--- config.mk ---
export PLATFORM = sky130hd
export DESIGN_NAME = cordic_vectoring_pipe
export DESIGN_NICKNAME = d
export VERILOG_FILES = /design/src/rtl/cordic_pkg.sv /design/src/rtl/cordic_vec_stage.sv /design/src/rtl/cordic_vectoring_pipe.sv
export SDC_FILE = /design/constraint.sdc
export NUM_CORES = 2
export LEC_CHECK = 0
export ABC_CLOCK_PERIOD_IN_PS = 4800
export CAP_MARGIN = 20
export CELL_PAD_IN_SITES_DETAIL_PLACEMENT = 2
export CELL_PAD_IN_SITES_GLOBAL_PLACEMENT = 2
export CORE_AREA = 5 5 490 395
export DETAILED_ROUTE_END_ITERATION = 8
export DIE_AREA = 0 0 495 400
export PLACE_DENSITY = 0.85
export SYNTH_ARGS = -nofsm -noshare
export SYNTH_HDL_FRONTEND = slang
export SYNTH_SLANG_ARGS = --single-unit
--- constraint.sdc ---
create_clock -name clk -period 4.8 [get_ports clk]
set_input_delay 0.96 -clock clk [delete_from_list [all_inputs] [get_ports clk]]
set_output_delay 0.96 -clock clk [all_outputs]
set_load 0.01 [all_outputs]
--- src/rtl/cordic_pkg.sv ---
// Shared constants for the vectoring CORDIC: arctangent table, gain inverse and fixed-point shifts.
package cordic_pkg;
  localparam int W_DEF      = 16;
  localparam int STAGES_DEF = 16;
  localparam int GUARD_DEF  = 3;

  // Binary-angle arctangents of 2^-i, 16-bit full scale = 2*pi.
  localparam int          ATAN_N = 16;
  localparam logic [15:0] ATAN_TAB [ATAN_N] = '{
    16'h2000, 16'h12E4, 16'h09FB, 16'h0511, 16'h028B, 16'h0146, 16'h00A3, 16'h0051,
    16'h0029, 16'h0014, 16'h000A, 16'h0005, 16'h0003, 16'h0001, 16'h0001, 16'h0000};

  localparam logic [15:0] ANGLE_PI   = 16'h8000;
  localparam logic [15:0] K_INV      = 16'h26DD;
  localparam int          K_INV_FRAC = 14;

  // Q1.14 input -> Q3.15 internal -> Q3.12 output.
  localparam int PRE_SHIFT = 1;
  localparam int OUT_SHIFT = 3;

  function automatic logic [31:0] angle_scale(input logic [15:0] a, input int w);
    return {a, 16'h0000} >> (32 - w);
  endfunction

  function automatic logic [31:0] atan_w(input int i, input int w);
    if (i >= ATAN_N) return '0;
    return angle_scale(ATAN_TAB[i], w);
  endfunction
endpackage

--- src/rtl/cordic_vec_stage.sv ---
// One vectoring iteration: rotate by -+atan(2^-SHIFT) toward y = 0, registered and en-gated.
module cordic_vec_stage #(
  parameter int             IW       = 19,
  parameter int             W        = 16,
  parameter int             SHIFT    = 0,
  parameter logic [W-1:0]   ATAN_VAL = '0
) (
  input  logic          clk,
  input  logic          reset,
  input  logic          en_i,
  input  logic          valid_i,
  input  logic          zero_i,
  input  logic [IW-1:0] x_i,
  input  logic [IW-1:0] y_i,
  input  logic [W-1:0]  z_i,
  output logic          valid_o,
  output logic          zero_o,
  output logic [IW-1:0] x_o,
  output logic [IW-1:0] y_o,
  output logic [W-1:0]  z_o
);
  logic signed [IW-1:0] xs, ys, x_sh, y_sh, x_d, y_d, x_q, y_q;
  logic [W-1:0]         z_d, z_q;
  logic                 valid_q, zero_q;

  assign xs   = $signed(x_i);
  assign ys   = $signed(y_i);
  assign x_sh = xs >>> SHIFT;
  assign y_sh = ys >>> SHIFT;

  always_comb begin
    x_d = xs + y_sh;
    y_d = ys - x_sh;
    z_d = z_i + ATAN_VAL;
    if (ys[IW-1]) begin
      x_d = xs - y_sh;
      y_d = ys + x_sh;
      z_d = z_i - ATAN_VAL;
    end
  end

  always_ff @(posedge clk) begin
    if (reset) begin
      x_q     <= '0;
      y_q     <= '0;
      z_q     <= '0;
      valid_q <= 1'b0;
      zero_q  <= 1'b0;
    end else if (en_i) begin
      x_q     <= x_d;
      y_q     <= y_d;
      z_q     <= z_d;
      valid_q <= valid_i;
      zero_q  <= zero_i;
    end
  end

  assign x_o     = x_q;
  assign y_o     = y_q;
  assign z_o     = z_q;
  assign valid_o = valid_q;
  assign zero_o  = zero_q;
endmodule

--- src/rtl/cordic_vectoring_pipe.sv ---
// Pipelined vectoring CORDIC: (X,Y) -> magnitude, residual y, binary-angle phase.
// Define CORDIC_GAIN_COMP_EN to add a K_INV multiply stage (latency 19 instead of 18).
module cordic_vectoring_pipe
  import cordic_pkg::*;
#(
  parameter int W      = W_DEF,
  parameter int STAGES = STAGES_DEF,
  parameter int GUARD  = GUARD_DEF
) (
  input  logic         clk,
  input  logic         reset,
  input  logic         en_i,
  input  logic         valid_i,
  input  logic [W-1:0] X_i,
  input  logic [W-1:0] Y_i,
  output logic         valid_O,
  output logic [W-1:0] X_O,
  output logic [W-1:0] Y_O,
  output logic [W-1:0] Z_O
);
  localparam int IW = W + GUARD;

  logic [STAGES:0][IW-1:0] x_pipe, y_pipe;
  logic [STAGES:0][W-1:0]  z_pipe;
  logic [STAGES:0]         vld_pipe, zero_pipe;

  // Pre-rotation folds the left half-plane onto the right so the iterations converge.
  logic signed [IW-1:0] x_ext, y_ext, x0_d, y0_d, x0_q, y0_q;
  logic [W-1:0]         z0_d, z0_q;
  logic                 vld0_q, zero0_q;

  assign x_ext = $signed({{GUARD{X_i[W-1]}}, X_i}) <<< PRE_SHIFT;
  assign y_ext = $signed({{GUARD{Y_i[W-1]}}, Y_i}) <<< PRE_SHIFT;

  always_comb begin
    x0_d = x_ext;
    y0_d = y_ext;
    z0_d = '0;
    if (x_ext[IW-1]) begin
      x0_d = -x_ext;
      y0_d = -y_ext;
      z0_d = W'(angle_scale(ANGLE_PI, W));
    end
  end

  always_ff @(posedge clk) begin
    if (reset) begin
      x0_q    <= '0;
      y0_q    <= '0;
      z0_q    <= '0;
      vld0_q  <= 1'b0;
      zero0_q <= 1'b0;
    end else if (en_i) begin
      x0_q    <= x0_d;
      y0_q    <= y0_d;
      z0_q    <= z0_d;
      vld0_q  <= valid_i;
      zero0_q <= (X_i == '0) && (Y_i == '0);
    end
  end

  assign x_pipe[0]    = x0_q;
  assign y_pipe[0]    = y0_q;
  assign z_pipe[0]    = z0_q;
  assign vld_pipe[0]  = vld0_q;
  assign zero_pipe[0] = zero0_q;

  for (genvar i = 0; i < STAGES; i++) begin : g_stage
    cordic_vec_stage #(
      .IW(IW), .W(W), .SHIFT(i), .ATAN_VAL(W'(atan_w(i, W)))
    ) u_stage (
      .clk     (clk),
      .reset   (reset),
      .en_i    (en_i),
      .valid_i (vld_pipe[i]),
      .zero_i  (zero_pipe[i]),
      .x_i     (x_pipe[i]),
      .y_i     (y_pipe[i]),
      .z_i     (z_pipe[i]),
      .valid_o (vld_pipe[i+1]),
      .zero_o  (zero_pipe[i+1]),
      .x_o     (x_pipe[i+1]),
      .y_o     (y_pipe[i+1]),
      .z_o     (z_pipe[i+1])
    );
  end

  logic [IW-1:0] xf, yf;
  logic [W-1:0]  zf;
  logic          vf, zerof;

`ifdef CORDIC_GAIN_COMP_EN
  logic signed [IW+16:0] g_x, g_k, g_prod, g_rnd;
  logic [IW-1:0]         xg_q, yg_q;
  logic [W-1:0]          zg_q;
  logic                  vg_q, zerog_q;

  assign g_x    = (IW+17)'($signed(x_pipe[STAGES]));
  assign g_k    = (IW+17)'(K_INV);
  assign g_prod = g_x * g_k;
  assign g_rnd  = g_prod + (IW+17)'(1 << (K_INV_FRAC - 1));

  always_ff @(posedge clk) begin
    if (reset) begin
      xg_q    <= '0;
      yg_q    <= '0;
      zg_q    <= '0;
      vg_q    <= 1'b0;
      zerog_q <= 1'b0;
    end else if (en_i) begin
      xg_q    <= IW'(g_rnd >>> K_INV_FRAC);
      yg_q    <= y_pipe[STAGES];
      zg_q    <= z_pipe[STAGES];
      vg_q    <= vld_pipe[STAGES];
      zerog_q <= zero_pipe[STAGES];
    end
  end

  assign xf    = xg_q;
  assign yf    = yg_q;
  assign zf    = zg_q;
  assign vf    = vg_q;
  assign zerof = zerog_q;
`else
  assign xf    = x_pipe[STAGES];
  assign yf    = y_pipe[STAGES];
  assign zf    = z_pipe[STAGES];
  assign vf    = vld_pipe[STAGES];
  assign zerof = zero_pipe[STAGES];
`endif

  // Round-half-up back to Q3.12; one extra bit keeps the +half from wrapping.
  logic signed [IW:0] x_rnd, y_rnd;
  logic [W-1:0]       x_q, y_q, z_q;
  logic               valid_q;

  assign x_rnd = (IW+1)'($signed(xf)) + (IW+1)'(1 << (OUT_SHIFT - 1));
  assign y_rnd = (IW+1)'($signed(yf)) + (IW+1)'(1 << (OUT_SHIFT - 1));

  always_ff @(posedge clk) begin
    if (reset) begin
      valid_q <= 1'b0;
      x_q     <= '0;
      y_q     <= '0;
      z_q     <= '0;
    end else if (en_i) begin
      valid_q <= vf;
      x_q     <= zerof ? '0 : W'(x_rnd >>> OUT_SHIFT);
      y_q     <= zerof ? '0 : W'(y_rnd >>> OUT_SHIFT);
      z_q     <= zerof ? '0 : zf;
    end
  end

  assign valid_O = valid_q;
  assign X_O     = x_q;
  assign Y_O     = y_q;
  assign Z_O     = z_q;
endmodule
# Yosys cells after proc, flatten, opt, wreduce, memory -nomap -nowiden
# Cells that the tools add are included.
# classes
n_addsub	97
n_mux	53
reduce_logical	3
# ops
cell	count
19-bit 2-to-1 mux	34
16-bit 2-to-1 mux	19
19-bit by 10-bit adder with 19-bit output	2
19-bit by 11-bit adder with 19-bit output	2
19-bit by 12-bit adder with 19-bit output	2
19-bit by 13-bit adder with 19-bit output	2
19-bit by 14-bit adder with 19-bit output	2
19-bit by 15-bit adder with 19-bit output	2
19-bit by 16-bit adder with 19-bit output	2
19-bit by 17-bit adder with 19-bit output	2
19-bit by 18-bit adder with 19-bit output	2
19-bit by 4-bit adder with 19-bit output	2
19-bit by 4-bit adder with 19-bit output (second input constant)	2
19-bit by 5-bit adder with 19-bit output	2
19-bit by 6-bit adder with 19-bit output	2
19-bit by 7-bit adder with 19-bit output	2
19-bit by 8-bit adder with 19-bit output	2
19-bit by 9-bit adder with 19-bit output	2
17-bit negation with 19-bit output	2
19-bit by 10-bit subtractor with 19-bit output	2
19-bit by 11-bit subtractor with 19-bit output	2
19-bit by 12-bit subtractor with 19-bit output	2
19-bit by 13-bit subtractor with 19-bit output	2
19-bit by 14-bit subtractor with 19-bit output	2
42 further kinds	56
# totals
ff_bits	1001
out_inout_bits	49
word_cells	242

# Longest topological paths before layout
# logic_depth
depth_word	2
ltp_mapped	16
ltp_nobuf	16

# Hierarchy
# From an unflattened synthesis, not the netlist that was laid out.
# unflattened
cells_unflattened	10226
area_unflattened_um2	82076.2
# modules_own_cells
module	instances	cells_per_inst	area_each_um2	seq_area_each_um2
cordic_vec_stage at g_stage[4].u_stage	1	658	5258.8	1121.1
cordic_vec_stage at g_stage[3].u_stage	1	643	5165.0	1121.1
cordic_vec_stage at g_stage[11].u_stage	1	643	5042.3	1121.1
cordic_vec_stage at g_stage[8].u_stage	1	624	5029.8	1121.1
cordic_vec_stage at g_stage[2].u_stage	1	622	4991.0	1121.1
cordic_vec_stage at g_stage[6].u_stage	1	627	4966.0	1121.1
cordic_vec_stage at g_stage[1].u_stage	1	626	4941.0	1121.1
cordic_vec_stage at g_stage[12].u_stage	1	615	4908.5	1121.1
cordic_vec_stage at g_stage[5].u_stage	1	592	4855.9	1121.1
cordic_vec_stage at g_stage[0].u_stage	1	613	4847.1	1101.1
cordic_vec_stage at g_stage[14].u_stage	1	617	4825.9	1121.1
cordic_vec_stage at g_stage[13].u_stage	1	594	4812.1	1121.1
cordic_vec_stage at g_stage[7].u_stage	1	612	4805.9	1121.1
cordic_vec_stage at g_stage[10].u_stage	1	600	4760.8	1121.1
+3 rows	n/a	n/a	n/a	n/a

# Worst setup path before layout
# OpenSTA, ideal clock, no wires.
# synth_timing
path_type	reg2reg
start	reg g_stage[13].u_stage.y_q[18]
end	reg g_stage[14].u_stage.x_q[13]
t_arrival_ps	3713
required_ps	4678
setup_slack_ps	965
path_stages_with_launch	13
path_buffers	2
cell_sequence	dfxtp_1 -> clkbuf_1 -> clkbuf_1 -> mux2i_1 -> ha_1 -> nor2b_1 -> o21ai_1 -> a21boi_1 -> o31a_1 -> or4_1 -> and3_1 -> or3_1 -> a221o_1
# synth_via
elab_chain_cells	2
word_cells_on_any_way	3
classes_between	2 x add/sub; 1 x mux
# synth_rtl
item	line	source
start: declaration	cordic_vec_stage.sv:22	logic signed [IW-1:0] xs, ys, x_sh, y_sh, x_d, y_d, x_q, y_q;
start signal: assignment	cordic_vec_stage.sv:51	y_q <= y_d;
19-bit by 5-bit adder with 19-bit output / 19-bit by 5-bit subtractor with 19-bit output (equally long branches)	cordic_vec_stage.sv:32, cordic_vec_stage.sv:36	
19-bit 2-to-1 mux *	cordic_vec_stage.sv:35	if (ys[IW-1]) begin
end signal: assignment	cordic_vec_stage.sv:44	x_q <= '0;
end signal: assignment	cordic_vec_stage.sv:50	x_q <= x_d;
end: declaration	cordic_vec_stage.sv:22	
# Every way passes the cells marked *; elsewhere a longest branch is shown, timed or not.
# A chain may end at the register's enable or synchronous reset.

# Worst setup path after layout
# layout_timing
start	reg g_stage[2].u_stage.y_q[18]
end	reg g_stage[3].u_stage.z_q[14]
# layout_via
elab_chain_cells	1
# layout_rtl
item	line	source
start: declaration	cordic_vec_stage.sv:22	
start signal: assignment	cordic_vec_stage.sv:51	
16-bit 2-to-1 mux	cordic_vec_stage.sv:35	
end signal: assignment	cordic_vec_stage.sv:52	z_q <= z_d;
end: declaration	cordic_vec_stage.sv:23	logic [W-1:0] z_d, z_q;
# No other way between the ends.

==> tab_implementation.tex <==
\begin{tabular}{lr}
\hline
Metric & Value \\
\hline
\multicolumn{2}{l}{\textbf{STA}} \\
\quad RSZ-0062 raised after global routing & no \\
\quad Final critical-path share of the clock period & 90.5\% \\
\quad Final Hold Slack & 0.457 ns \\
\quad Tmin final & 4.35 ns \\
\quad Final setup violating endpoints & 0 \\
\quad Transition time at the pin with the least slew margin & 1.15 ns \\
\quad Aggregate negative setup slack & 0 ns \\
\quad Max frequency & 230 MHz \\
\quad Count of final max-slew check failures & 0 \\
\quad Headroom to the max-slew limit & 23.4\% \\
\quad Clock tree skew after final layout & 0.0341 ns \\
\quad Hold Fails Final Rpt & 0 \\
\multicolumn{2}{l}{\textbf{Critical path}} \\
\quad Total buffers and inverters traversed by the critical path & 1 \\
\quad Crit path kind & reg2reg \\
\quad Series of cell instances along the critical path & inv\_1, ha\_1, o21ai\_0, a21oi\_1, o41ai\_2, o21ai\_0, o41ai\_1, mux2i\_1, a311oi\_1 \\
\quad Critical Path RT & 5.44 ns \\
\quad Most repeated library cell on the critical path & sky130\_fd\_sc\_hd\_\_o21ai\_0 \\
\quad Max stage delay on crit path & 0.75 ns \\
\quad Crit path DAT & 4.99 ns \\
\quad Biggest fanout along the worst timing path & 13 \\
\quad Dominant delay contributor by cell family on the critical path & compound AO/OA/AOI/OAI gates \\
\quad Critical path startpoint category & flip-flop \\
\quad Critical path endpoint category & flip-flop \\
\quad Slowest-stage cell, CP & sky130\_fd\_sc\_hd\_\_o41ai\_1 \\
\multicolumn{2}{l}{\textbf{Floorplan}} \\
\quad Number of placed I/O pins & 85 \\
\quad Standard-cell rows & 143 \\
\quad Core region area & 0.189 mm2 \\
\quad Width of the chip & 495 um \\
\quad Die Span Y & 400 um \\
\quad Die area & 0.198 mm2 \\
\quad Effective utilization at floorplan & 39.6\% \\
\multicolumn{2}{l}{\textbf{Synthesis}} \\
\quad Warnings from Yosys & 0 \\
\quad Cell types with the highest counts after synthesis & 1175 x sky130\_fd\_sc\_hd\_\_nor2\_1, 951 x sky130\_fd\_sc\_hd\_\_dfxtp\_1, 828 x sky130\_fd\_sc\_hd\_\_ha\_1 \\
\quad Gate Count Post-Synth & 9343 \\
\quad Yosys top cell by area & sky130\_fd\_sc\_hd\_\_dfxtp\_1 \\
\quad Number of enable-type register cells in the synthesized netlist & 0 \\
\quad Most used flip-flop cell after synthesis & sky130\_fd\_sc\_hd\_\_dfxtp\_1 \\
\quad Mapped Nets & 10250 \\
\quad Proportion of register bits with asynchronous set or reset after synthesis & 0\% \\
\quad Share of the synthesized area in the top cell type & 25.5\% \\
\quad Count of different cell masters after synthesis & 91 \\
\quad Seq cells post-synth & 951 \\
\quad Netlist area before placement & 0.0748 mm2 \\
\quad Dominant cells by area after synthesis & sky130\_fd\_sc\_hd\_\_dfxtp\_1 25\%, sky130\_fd\_sc\_hd\_\_ha\_1 14\%, sky130\_fd\_sc\_hd\_\_xnor2\_1 6.6\% \\
\quad Average cell area after synthesis & 8.00 um2 \\
\quad Sequential area share after synthesis & 25.5\% \\
\quad Cell with the most instances after synthesis & sky130\_fd\_sc\_hd\_\_nor2\_1 \\
\multicolumn{2}{l}{\textbf{Finish}} \\
\quad Ratio of cells with drive above 1 in the final layout & 4.31\% \\
\quad Final Net Count & 10185 \\
\quad Non-filler cells, final & 11912 \\
\quad Area growth from synthesis to layout & 10.2\% \\
\quad Final design utilization & 43.7\% \\
\multicolumn{2}{l}{\textbf{GRT}} \\
\quad First-pass GRT wire length & 449000 um \\
\quad Grt ovf & 0 \\
\quad Vias in the first global route & 77163 \\
\quad All-Layer GR Usage & 28.0\% \\
\quad Routing usage on met1 & 38.7\% \\
\quad M3 GR Usage & 2.95\% \\
\quad Global routing met2 resource utilization & 46.5\% \\
\quad Pin count of the biggest net entering global routing & 159 \\
\quad Initial antenna violation count & 6 \\
\quad Most Used Layer, Global Route & met2 \\
\multicolumn{2}{l}{\textbf{Clock network}} \\
\quad Clock buffer depth & 3 \\
\quad Clock tree from TritonCTS & done \\
\quad Post-CTS Hold Fix Bufs & 0 \\
\quad H-tree depth & 3 \\
\quad Clk root buf & sky130\_fd\_sc\_hd\_\_clkbuf\_16 \\
\quad Cells resized by post-CTS repair & 0 \\
\quad Sink Count & 951 \\
\quad Post-CTS setup buffer count & 0 \\
\quad Worst-path clk slew & 0.07 ns \\
\quad Total clock buffers created by CTS & 113 \\
\quad Insertion delay to the later sink of the worst-skew pair & 0.77 ns \\
\multicolumn{2}{l}{\textbf{Flow run}} \\
\quad Max-cap violations & 0 \\
\multicolumn{2}{l}{\textbf{Outcome}} \\
\quad Result of the run & completed \\
\multicolumn{2}{l}{\textbf{Power}} \\
\quad Total power after layout & 75.0 mW \\
\quad Peak VDD IR & 474 uV \\
\quad Power per standard cell area & 910 mW/mm2 \\
\quad Leak & 36.1 nW \\
\multicolumn{2}{l}{\textbf{Placement}} \\
\quad \# placed instances & 11700 \\
\quad Half-perimeter wire length after placement & 212000 um \\
\quad Final weighted congestion in routability-driven placement & 0.905 \\
\quad Number of buffer cells added on primary ports & 84 \\
\multicolumn{2}{l}{\textbf{Route}} \\
\quad Antenna viol nets, final & 0 \\
\quad Remaining routing DRC violations & 0 \\
\quad Total vias in the final route & 71040 \\
\quad Final routed wire length divided by cell count & 24.0 um \\
\quad Total wire length after detailed routing & 286000 um \\
\quad Detail-routed via count per cell & 5.96 \\
\quad Violation count after the first detailed-routing iteration & 4056 \\
\quad Drt first pass iters & 6 \\
\multicolumn{2}{l}{\textbf{Worst hold path}} \\
\quad Hold crit path type & reg2reg \\
\hline
\end{tabular}
[path summary, 6_finish.rpt]
kind / cells past startpoint / from / to / slack [ns]
min: 2 / g_stage[11].u_stage.z_o[13] / g_stage[11].u_stage.z_o[13] / 0.46
min reg2reg: 2 / g_stage[11].u_stage.z_o[13] / g_stage[11].u_stage.z_o[13] / 0.46
max: 9 / g_stage[2].u_stage.y_o[18] / g_stage[3].u_stage.z_o[14] / 0.45
max reg2reg: 9 / g_stage[2].u_stage.y_o[18] / g_stage[3].u_stage.z_o[14] / 0.45
[power by group]
part / internal [mW] / total, mW / leakage (nW) / switching [mW]
clock: 5.61 / 9.48 / 1.96 / 3.87
combinational: 20.6 / 52.0 / 26.3 / 31.4
sequential: 10.2 / 13.5 / 7.82 / 3.31
[state kept, by name, summed over array words and instances, names as in the netlist, 18 cells and up]
register,cells
g_stage.u_stage.x_o,299
g_stage.u_stage.y_o,301
g_stage.u_stage.z_o,231
x0_q,18
y0_q,18
[worst min-delay path: cells and delay by family (launching register included)]
family,cells,cell delay (ns)
flops,1,0.31
simple gates,2,0.10
[metrics by stage]
step | area [um2] | worst slack, ns
2_1_floorplan | 74800 | 0.965
3_3_place_gp | 78400 | 0.873
3_5_place_dp | 78400 | 0.717
4_1_cts | 82400 | 0.578
5_1_grt | 82400 | 0.154
6_report | 82400 | 0.454
[layout make-up]
cell class | count | area, um2
Inverter | 373 | 1410
Fill cell | 21123 | 106000
Clock buffer | 154 | 3320
Timing Repair Buffer | 181 | 1770
Antenna cell | 8 | 20.0
Sequential cell | 951 | 19000
Multi-Input combinational cell | 7658 | 53000
Clock inverter | 50 | 663
Tap cell | 2537 | 3170
[cell families (layout without fill, tap and decap cells)]
family          count (synthesis)  in the layout  share of synthesized area [%]
fa+ha+maj                     871            871                           15.0
flops                         951            951                           25.5
xor+xnor                      884            884                           10.4
simple gates                 2966           2966                           18.3
other cells                     0              8                              0
mux                           391            391                           5.28
compound gates               2546           2546                           21.9
buf+inv                       734            758                           3.69
[cell usage in the layout, fill, tap and decap left out, drive strengths merged, types with 29 or more instances in the layout]
| cell type | instances |
|---|---|
| nor2 | 1175 |
| dfxtp | 951 |
| ha | 828 |
| nand2 | 685 |
| a21oi | 684 |
| o21ai | 585 |
| xnor2 | 563 |
| inv | 371 |
| mux2i | 364 |
| xor2 | 321 |
| nor3 | 309 |
| a211oi | 239 |
| a21o | 229 |
| clkbuf | 154 |
| nand3 | 142 |
| a31oi | 107 |
| o21a | 99 |
| o21bai | 99 |
| buf | 99 |
| nor2b | 98 |
| and3 | 84 |
| clkdlybuf4s50 | 82 |
| or3 | 76 |
| nand2b | 63 |
| a22o | 62 |
| nor4 | 59 |
| nand4 | 58 |
| o31ai | 51 |
| o211ai | 48 |
| and2 | 46 |
| fa | 43 |
| nor3b | 33 |
| a211o | 33 |
| clkinv | 31 |
| or2 | 29 |
[metal layers]
metal	share of wire [%]	wire (um)
met1	48	137000
met2	46	131000
met5	0	0
met4	2.6	7460
met3	3.7	10500
No activity file was read; power rests on OpenSTA's default activity.
